===== src/rtl/instr_prefetch_queue.sv =====
// Instruction fetch front end: single-outstanding sequential word fetcher
// feeding a small {instr, pc} FIFO, with flush/refetch on redirect.
module instr_prefetch_queue #(
  parameter int unsigned DEPTH    = 4,
  parameter logic [31:0] RESET_PC = 32'h0000_0000
) (
  input  logic                       clk,
  input  logic                       rst,
  input  logic                       redirect,
  input  logic [31:0]                redirect_pc,
  output logic                       imem_req,
  output logic [31:0]                imem_addr,
  input  logic                       imem_gnt,
  input  logic                       imem_rvalid,
  input  logic [31:0]                imem_rdata,
  output logic                       out_valid,
  input  logic                       out_ready,
  output logic [31:0]                out_instr,
  output logic [31:0]                out_pc,
  output logic [31:0]                out_pc_4,
  output logic [$clog2(DEPTH):0]     count
);

  localparam int unsigned AW = $clog2(DEPTH);
  localparam int unsigned CW = AW + 1;

  logic [31:0]   instr_q [DEPTH];
  logic [31:0]   pc_q    [DEPTH];
  logic [AW-1:0] rd_ptr;
  logic [AW-1:0] wr_ptr;
  logic [31:0]   fetch_pc;
  logic [31:0]   pending_pc;
  logic          outstanding;
  logic          discard;

  logic          granted;
  logic          rsp;
  logic          push;
  logic          pop;
  logic [31:0]   redirect_pc_al;

  // Handshake decode; redirect masks issue and the output port in its own cycle
  always_comb begin
    redirect_pc_al = redirect_pc & ~32'h3;
    imem_req       = rst && !outstanding && (count < CW'(DEPTH)) && !redirect;
    out_valid      = (count != '0) && !redirect;
    granted        = imem_req && imem_gnt;
    rsp            = imem_rvalid && outstanding;
    push           = rsp && !discard && !redirect;
    pop            = out_valid && out_ready;
  end

  assign imem_addr = fetch_pc;
  assign out_instr = instr_q[rd_ptr];
  assign out_pc    = pc_q[rd_ptr];
  assign out_pc_4  = pc_q[rd_ptr] + 32'd4;

  always_ff @(posedge clk or negedge rst) begin
    if (!rst) begin
      fetch_pc    <= RESET_PC;
      pending_pc  <= '0;
      outstanding <= 1'b0;
      discard     <= 1'b0;
      rd_ptr      <= '0;
      wr_ptr      <= '0;
      count       <= '0;
      for (int unsigned i = 0; i < DEPTH; i++) begin
        instr_q[i] <= '0;
        pc_q[i]    <= '0;
      end
    end else if (redirect) begin
      // A response landing in the redirect cycle retires the pending request
      fetch_pc    <= redirect_pc_al;
      outstanding <= outstanding && !imem_rvalid;
      discard     <= outstanding && !imem_rvalid;
      rd_ptr      <= '0;
      wr_ptr      <= '0;
      count       <= '0;
    end else begin
      if (rsp) begin
        outstanding <= 1'b0;
        discard     <= 1'b0;
      end
      if (granted) begin
        outstanding <= 1'b1;
        pending_pc  <= fetch_pc;
        fetch_pc    <= fetch_pc + 32'd4;
      end
      if (push) begin
        instr_q[wr_ptr] <= imem_rdata;
        pc_q[wr_ptr]    <= pending_pc;
        wr_ptr          <= wr_ptr + AW'(1);
      end
      if (pop) begin
        rd_ptr <= rd_ptr + AW'(1);
      end
      count <= count + CW'(push) - CW'(pop);
    end
  end

endmodule


===== config.mk =====
export PLATFORM = sky130hd
export DESIGN_NAME = instr_prefetch_queue
export DESIGN_NICKNAME = d
export VERILOG_FILES = /design/src/rtl/instr_prefetch_queue.sv
export SDC_FILE = /design/constraint.sdc
export NUM_CORES = 1
export LEC_CHECK = 0
export ABC_AREA = 1
export CAP_MARGIN = 20
export CORE_MARGIN = 2
export CORE_UTILIZATION = 35
export CTS_BUF_LIST = sky130_fd_sc_hd__clkbuf_8
export DETAILED_ROUTE_END_ITERATION = 10
export PLACE_DENSITY = 0.63
export SLEW_MARGIN = 20
export SYNTH_ARGS = -nofsm -noshare
export SYNTH_HDL_FRONTEND = slang
export SYNTH_SLANG_ARGS = --single-unit

===== constraint.sdc =====
create_clock -name clk -period 5.2 [get_ports clk]
set_input_delay 0.78 -clock clk [delete_from_list [all_inputs] [get_ports clk]]
set_output_delay 0.78 -clock clk [all_outputs]
set_load 0.005 [all_outputs]

; After elaboration in Yosys (flattened, before gate mapping)
; Cells that the tools add are included.
; W data, S select, Z words.
[word_totals]
ff_bits = 329
latch_bits = 0
ramBits = 0
romBits = 0
output_inout_bits = 133
memories = 0
[classes]
add_sub_neg = 6
n_mul = 0
div = 0
order_cmp = 4
n_eq_ne = 0
shifts = 0
muxes = 21
bitwise = 3
n_reduce_logical = 23
[ops]
columns = cell, count
row1 = $bwmux W128, 2
row2 = $mux W32, 7
row3 = $bmux W32 S2, 2
row4 = $add A32 B3 Y32 const B, 2
row5 = $demux W32 S2, 1
row6 = $logic_and A1 B1 Y1, 11
row7 = $mux W2, 4
row8 = $reduce_bool A2 Y1, 4
row9 = $ge A3 B3 Y1 const B, 2
row10 = $not A2 Y3, 2
row11 = $reduce_bool A3 Y1, 2
row12 = $add A2 B1 Y2 const B, 2
row13 = $logic_not A1 Y1, 4
row14 = $mux W1, 4
row15 = $reduce_and A2 Y1, 2
row16 = $add A3 B1 Y3, 1
row17 = $lt A3 B1 Y1 const B, 1
row18 = $lt A3 B3 Y1 const B, 1
row19 = $mux W3, 1
row20 = $sub A3 B1 Y3, 1
row21 = $not A1 Y1, 1

; Logic depth before layout (Yosys ltp)
[logic_depth]
depth_word = 7
depth_mapped = 15
depth_no_buf = 12

; Worst setup path after synthesis
; No wires, ideal clock.
[synth_path]
kind = register -> output
startpoint = register rd_ptr[0]
endpoint = output out_pc_4[18]
arrival_time_ns = 1.829
required_time_ns = 4.420
slack_ns = 2.591
stages_incl_launch_ff = 11
path_cell_list = dfrtp_1 -> buf_6 -> buf_6 -> buf_6 -> o21ai_0 -> nand2_1 -> ha_1 -> nand2_1 -> nor2_2 -> nand2_1 -> xor2_1
[synth_via]
elab_chain_cells = 5
[synth_rtl]
columns = element, line
row1 = start: declaration, 29  ; logic [AW-1:0] rd_ptr;
row2 = start signal: assignment, 95  ; rd_ptr <= rd_ptr + AW'(1);
row3 = $not A2 Y3, -
row4 = $bmux W32 S2, -
row5 = $mux W32 (2 in series), -
row6 = via out_pc[2], 19  ; output logic [31:0] out_pc,
row7 = $add A32 B3 Y32, 56  ; assign out_pc_4 = pc_q[rd_ptr] + 32'd4;
row8 = end: declaration, 20  ; output logic [31:0] out_pc_4,
; The timed path passes the listed nets, and every way through them passes these cells. The select of a mux whose other input is x is not followed.

; Worst setup path in the final report
[layout_path]
startpoint = register rd_ptr[0]
endpoint = output out_pc_4[18]
[layout_via]
elab_chain_cells = 5
[layout_rtl]
columns = element, line
row1 = $not A2 Y3 (not written as such), 56
row2 = $bmux W32 S2, 56
row3 = $mux W32 (not written as such) (2 in series), 56
row4 = $add A32 B3 Y32, 56
; Every way passes these cells. The select of a mux whose other input is x is not followed.

==> metrics.md <==
| Metric | Value |
|---|---|
| Clock root buffer master | `sky130_fd_sc_hd__clkbuf_8` |
| Family with the most delay on the worst path | `simple AND/OR/NAND/NOR gates` |
| P&R area growth vs syn | `21.13%` |
| Share of synthesized cell area in full adder, half adder and majority cells | `less than 1%` |
| Number of DRC markers in iteration 0 | `slightly below 1000` |
| Die H | `217.3 um` |
| Antenna-violating nets left | `0` |
| First-pass DRT Iterations | `6` |
| Cell type with the highest aggregate area in the netlist | `sky130_fd_sc_hd__dfrtp_1` |
| Xor and xnor area share after synthesis | `between 1.5 and 2%` |
| CP Data Required Time | `between 4 and 5 ns` |
| Leftover overflow at the end of global routing | `0` |
| Critical path peak fanout | `41` |
| Total count of max-transition violations in the final report | `0` |
| Critical Path Slowest Stage Cell | `sky130_fd_sc_hd__dfrtp_4` |
| RD Place Congestion | `slightly below 0.9` |
| Final Util | `between 40% and 50%` |
| Number of diodes | `0` |
| Synthesized instance count | `about 2100` |
| Die boundary width | `~220 um` |
| Post-Synth Simple-Gate Area | `25.73%` |
| Post-synthesis register bit count | `317` |
| Critical path endpoint category | `output port` |
| Via density per instance | `between 4 and 5` |
| Number of global-route vias before repair | `13570` |
| Delay contributed by the slowest stage of the critical path | `around 0.60 ns` |
| Register area share after synthesis | `49.83%` |
| Fraction of layout instances using a drive strength above 1 | `5.903%` |
| Main combinational cell family by area after synthesis | `simple AND/OR/NAND/NOR gates` |
| Number of post-CTS setup repair buffers | `0` |
| Post-CTS resize count | `0` |
| Worst clock skew | `0.02705 ns` |
| Maximum Capacitance Violations | `0` |
| Largest net degree at the start of global routing | `approximately 180` |
| Antenna violations before repair | `0` |
| Cell Count, Final, Fillers Out | `2870` |
| Effective utilization at floorplan | `between 30% and 40%` |
| Setup total negative slack | `0 ns` |
| Final Hold Fails | `0` |
| Distinct cell type count of the synthesized netlist | `between 40 and 50` |
| Number of hold buffers added after CTS | `0` |
| Pwr per Cell Area | `roughly 440 nW/um^2` |
| Yosys warnings | `0` |
| Number of buffers added by the clock tree synthesis step | `between 50 and 60` |
| Top Ports | `about 200` |
| Insertion delay of the later-clocked pin in the worst-skew pair | `a little under 0.6 ns` |
| Critical path's most frequent cell | `sky130_fd_sc_hd__nand2_1` |
| Detailed-route wire length | `45360 um` |
| Global-route wire length before repair | `between 70000 and 80000 um` |
| Average wire per cell in the routed design | `approximately 16 um` |
| Clock-pin transition on the worst setup and hold timing paths | `about 0.06 ns` |
| Post-synth top area share | `between 40% and 50%` |
| Largest cells by area after synthesis | `sky130_fd_sc_hd__dfrtp_1, sky130_fd_sc_hd__nand2_1, sky130_fd_sc_hd__o21ai_0, sky130_fd_sc_hd__inv_1, sky130_fd_sc_hd__nor2_1` |
| Power consumption | `around 8.5 mW` |
| Run status | `completed` |
| Max clock buf depth | `3` |
| LEAKAGE | `9.102 nW` |
| Residual DRC count | `0` |
| Sum of net half-perimeters after detailed placement | `~30000 um` |
| Tightest Hold Check Type | `in2async` |
| RSZ-0062 raised after global routing | `false` |
| Transition at the pin with the smallest max-transition slack | `approximately 0.9 ns` |
| Number of cells after detailed placement | `between 2000 and 3000` |
| Via count of the routed design | `14220` |
| Synth Cell Area | `15920 sq um` |
| Total routing resource utilization after global routing | `a little under a fifth` |
| Max-slew headroom at the worst pin | `about two fifths` |
| Total Die Area | `between 40000 and 50000 sq um` |
| Type of origin of the critical path | `flip-flop` |
| Critical Path AT | `3.77 ns` |
| Clock period minus final worst setup slack | `roughly 4.6 ns` |
| Post-route fraction of the period consumed by the critical path | `between 80% and 90%` |
| Num Clock Sinks | `approximately 320` |
| Multiplexer share of the synthesized area | `0%` |
| Synthesized-area fraction occupied by ao, oa, aoi and oai cells | `between 10% and 20%` |
| CP cell instances | `inv_6 > nor2_1 > nor2_1 > o21ai_0 > nand2_1 > ha_1 > nand2_1 > nor2_2 > nand2_1 > xor2_1 > clkdlybuf4s50_1` |
| Upper clock frequency limit | `0.2197 GHz` |
| CP Buf/Inv Count | `2` |
| Maximum vdd ir drop | `between 0.2 and 0.25 mV` |
| Endpoints failing setup | `0` |
| Floorplan core area | `~45000 sq um` |
| Post-synthesis average cell area | `7.654 sq um` |
| Critical path start-end classification | `reg2out` |
| H-tree depth reported by CTS | `2` |
| Clock tree from TritonCTS | `built` |
| Count of standard-cell rows | `78` |
| Total number of nets in the final design | `between 2000 and 2500` |
| Number of buffers added on ports | `194` |
## layout by cell type, fill, tap and decap left out, types with 2 or more instances in the layout
cell                              count
sky130_fd_sc_hd__nand2_1            698
sky130_fd_sc_hd__o21ai_0            362
sky130_fd_sc_hd__dfrtp_1            315
sky130_fd_sc_hd__clkdlybuf4s50_1    193
sky130_fd_sc_hd__inv_1              176
sky130_fd_sc_hd__nor2_1             154
sky130_fd_sc_hd__nand3_1             95
sky130_fd_sc_hd__clkbuf_8            66
sky130_fd_sc_hd__o22ai_1             32
sky130_fd_sc_hd__xor2_1              29
sky130_fd_sc_hd__nand2_2             20
sky130_fd_sc_hd__nand4_1             18
sky130_fd_sc_hd__nor2_2              11
sky130_fd_sc_hd__buf_4                9
sky130_fd_sc_hd__a21oi_1              8
sky130_fd_sc_hd__ha_1                 8
sky130_fd_sc_hd__o21bai_1             7
sky130_fd_sc_hd__o221ai_1             7
sky130_fd_sc_hd__clkinv_2             7
sky130_fd_sc_hd__nor3_1               6
sky130_fd_sc_hd__o211ai_1             6
sky130_fd_sc_hd__conb_1               6
sky130_fd_sc_hd__buf_12               6
sky130_fd_sc_hd__nand2_4              4
sky130_fd_sc_hd__nand3b_1             4
sky130_fd_sc_hd__inv_6                2
sky130_fd_sc_hd__nand3_2              2
sky130_fd_sc_hd__o21ai_1              2
sky130_fd_sc_hd__xnor2_1              2
## per-layer routing
metal  routed length (um)  up-vias  share of wire (%)  GRT usage (%)
li1                     -     6987                  -              -
met4                  797        0                1.8          4.726
met1                21840     6762                 48          28.09
met2                20130      407                 44          29.78
met5                    0        -                  0              0
met3                 2602       67                5.7          2.823
## cell usage after synthesis (all sizes together)
cell     number
nand2       722
a31o          1
nor4          1
xnor2         2
a31oi         1
nor2        166
fa            1
xor2         29
inv         156
o2111ai       1
nand4        18
o211ai        6
clkinv        1
o22ai        32
a32oi         1
conb          1
buf          64
dfrtp       317
nand3        97
and2          1
o21bai        7
a21oi         8
o221ai        7
nand3b        4
a211oi        1
clkbuf       57
nor3          6
o21ai       364
ha            8
## area by class of cell
type / count / area (sq um)
Sequential cell: 317 / 7938
Timing Repair Buffer: 210 / 2162
Tap cell: 600 / 750.7
Clock inverter: 30 / 126.4
Inverter: 157 / 594.3
Fill cell: 4520 / 25800
Multi-Input combinational cell: 1490 / 6804
Clock buffer: 66 / 908.4
## stage by stage
stage / instance area, sq um / setup WS [ns] / hold WS [ns]
after detailed placement: 18220 / 1.266 / 0.4675
final: 19280 / 0.6476 / 0.1759
after global routing: 19280 / 0.3657 / 0.2081
after floorplan: 15940 / 2.591 / 0.4478
after global placement: 18220 / 1.293 / 0.4604
after CTS: 19260 / 0.6033 / 0.1801
## cells by family after synthesis
family | after synthesis
compound gates | 429
xor+xnor | 31
fa+ha+maj | 9
buf+inv | 278
flops | 317
other cells | 1
simple gates | 1015
## worst paths after layout
kind | start | end | slack (ns) | cells after the start
setup / recovery | rd_ptr[0] | out_pc_4[18] | 0.65 | 11
hold / removal | rst | instr_q[20] | 0.18 | 1
setup reg to reg | count[2] | imem_addr[27] | 2.87 | 9
hold reg to reg | instr_q[92] | instr_q[92] | 0.48 | 2
max in group asynchronous | rst | pc_q[119] | 3.60 | 3
min in group clk | instr_q[92] | instr_q[92] | 0.48 | 2
## state kept, by name, summed over array words and instances (netlist names)
signal	count
imem_addr	30
pending_pc	30
pc_q	120
discard	1
wr_ptr	2
count	3
outstanding	1
instr_q	128
rd_ptr	2
## power by group
part / leakage [nW] / switching (mW) / internal [mW] / total, mW
clock: 0.624 / 0.981 / 1.14 / 2.12
sequential: 4.24 / 0.329 / 2.88 / 3.20
combinational: 4.24 / 1.80 / 1.42 / 3.22
total: 9.10 / 3.11 / 5.44 / 8.55
Note: power is estimated with default switching activity, not from simulation.
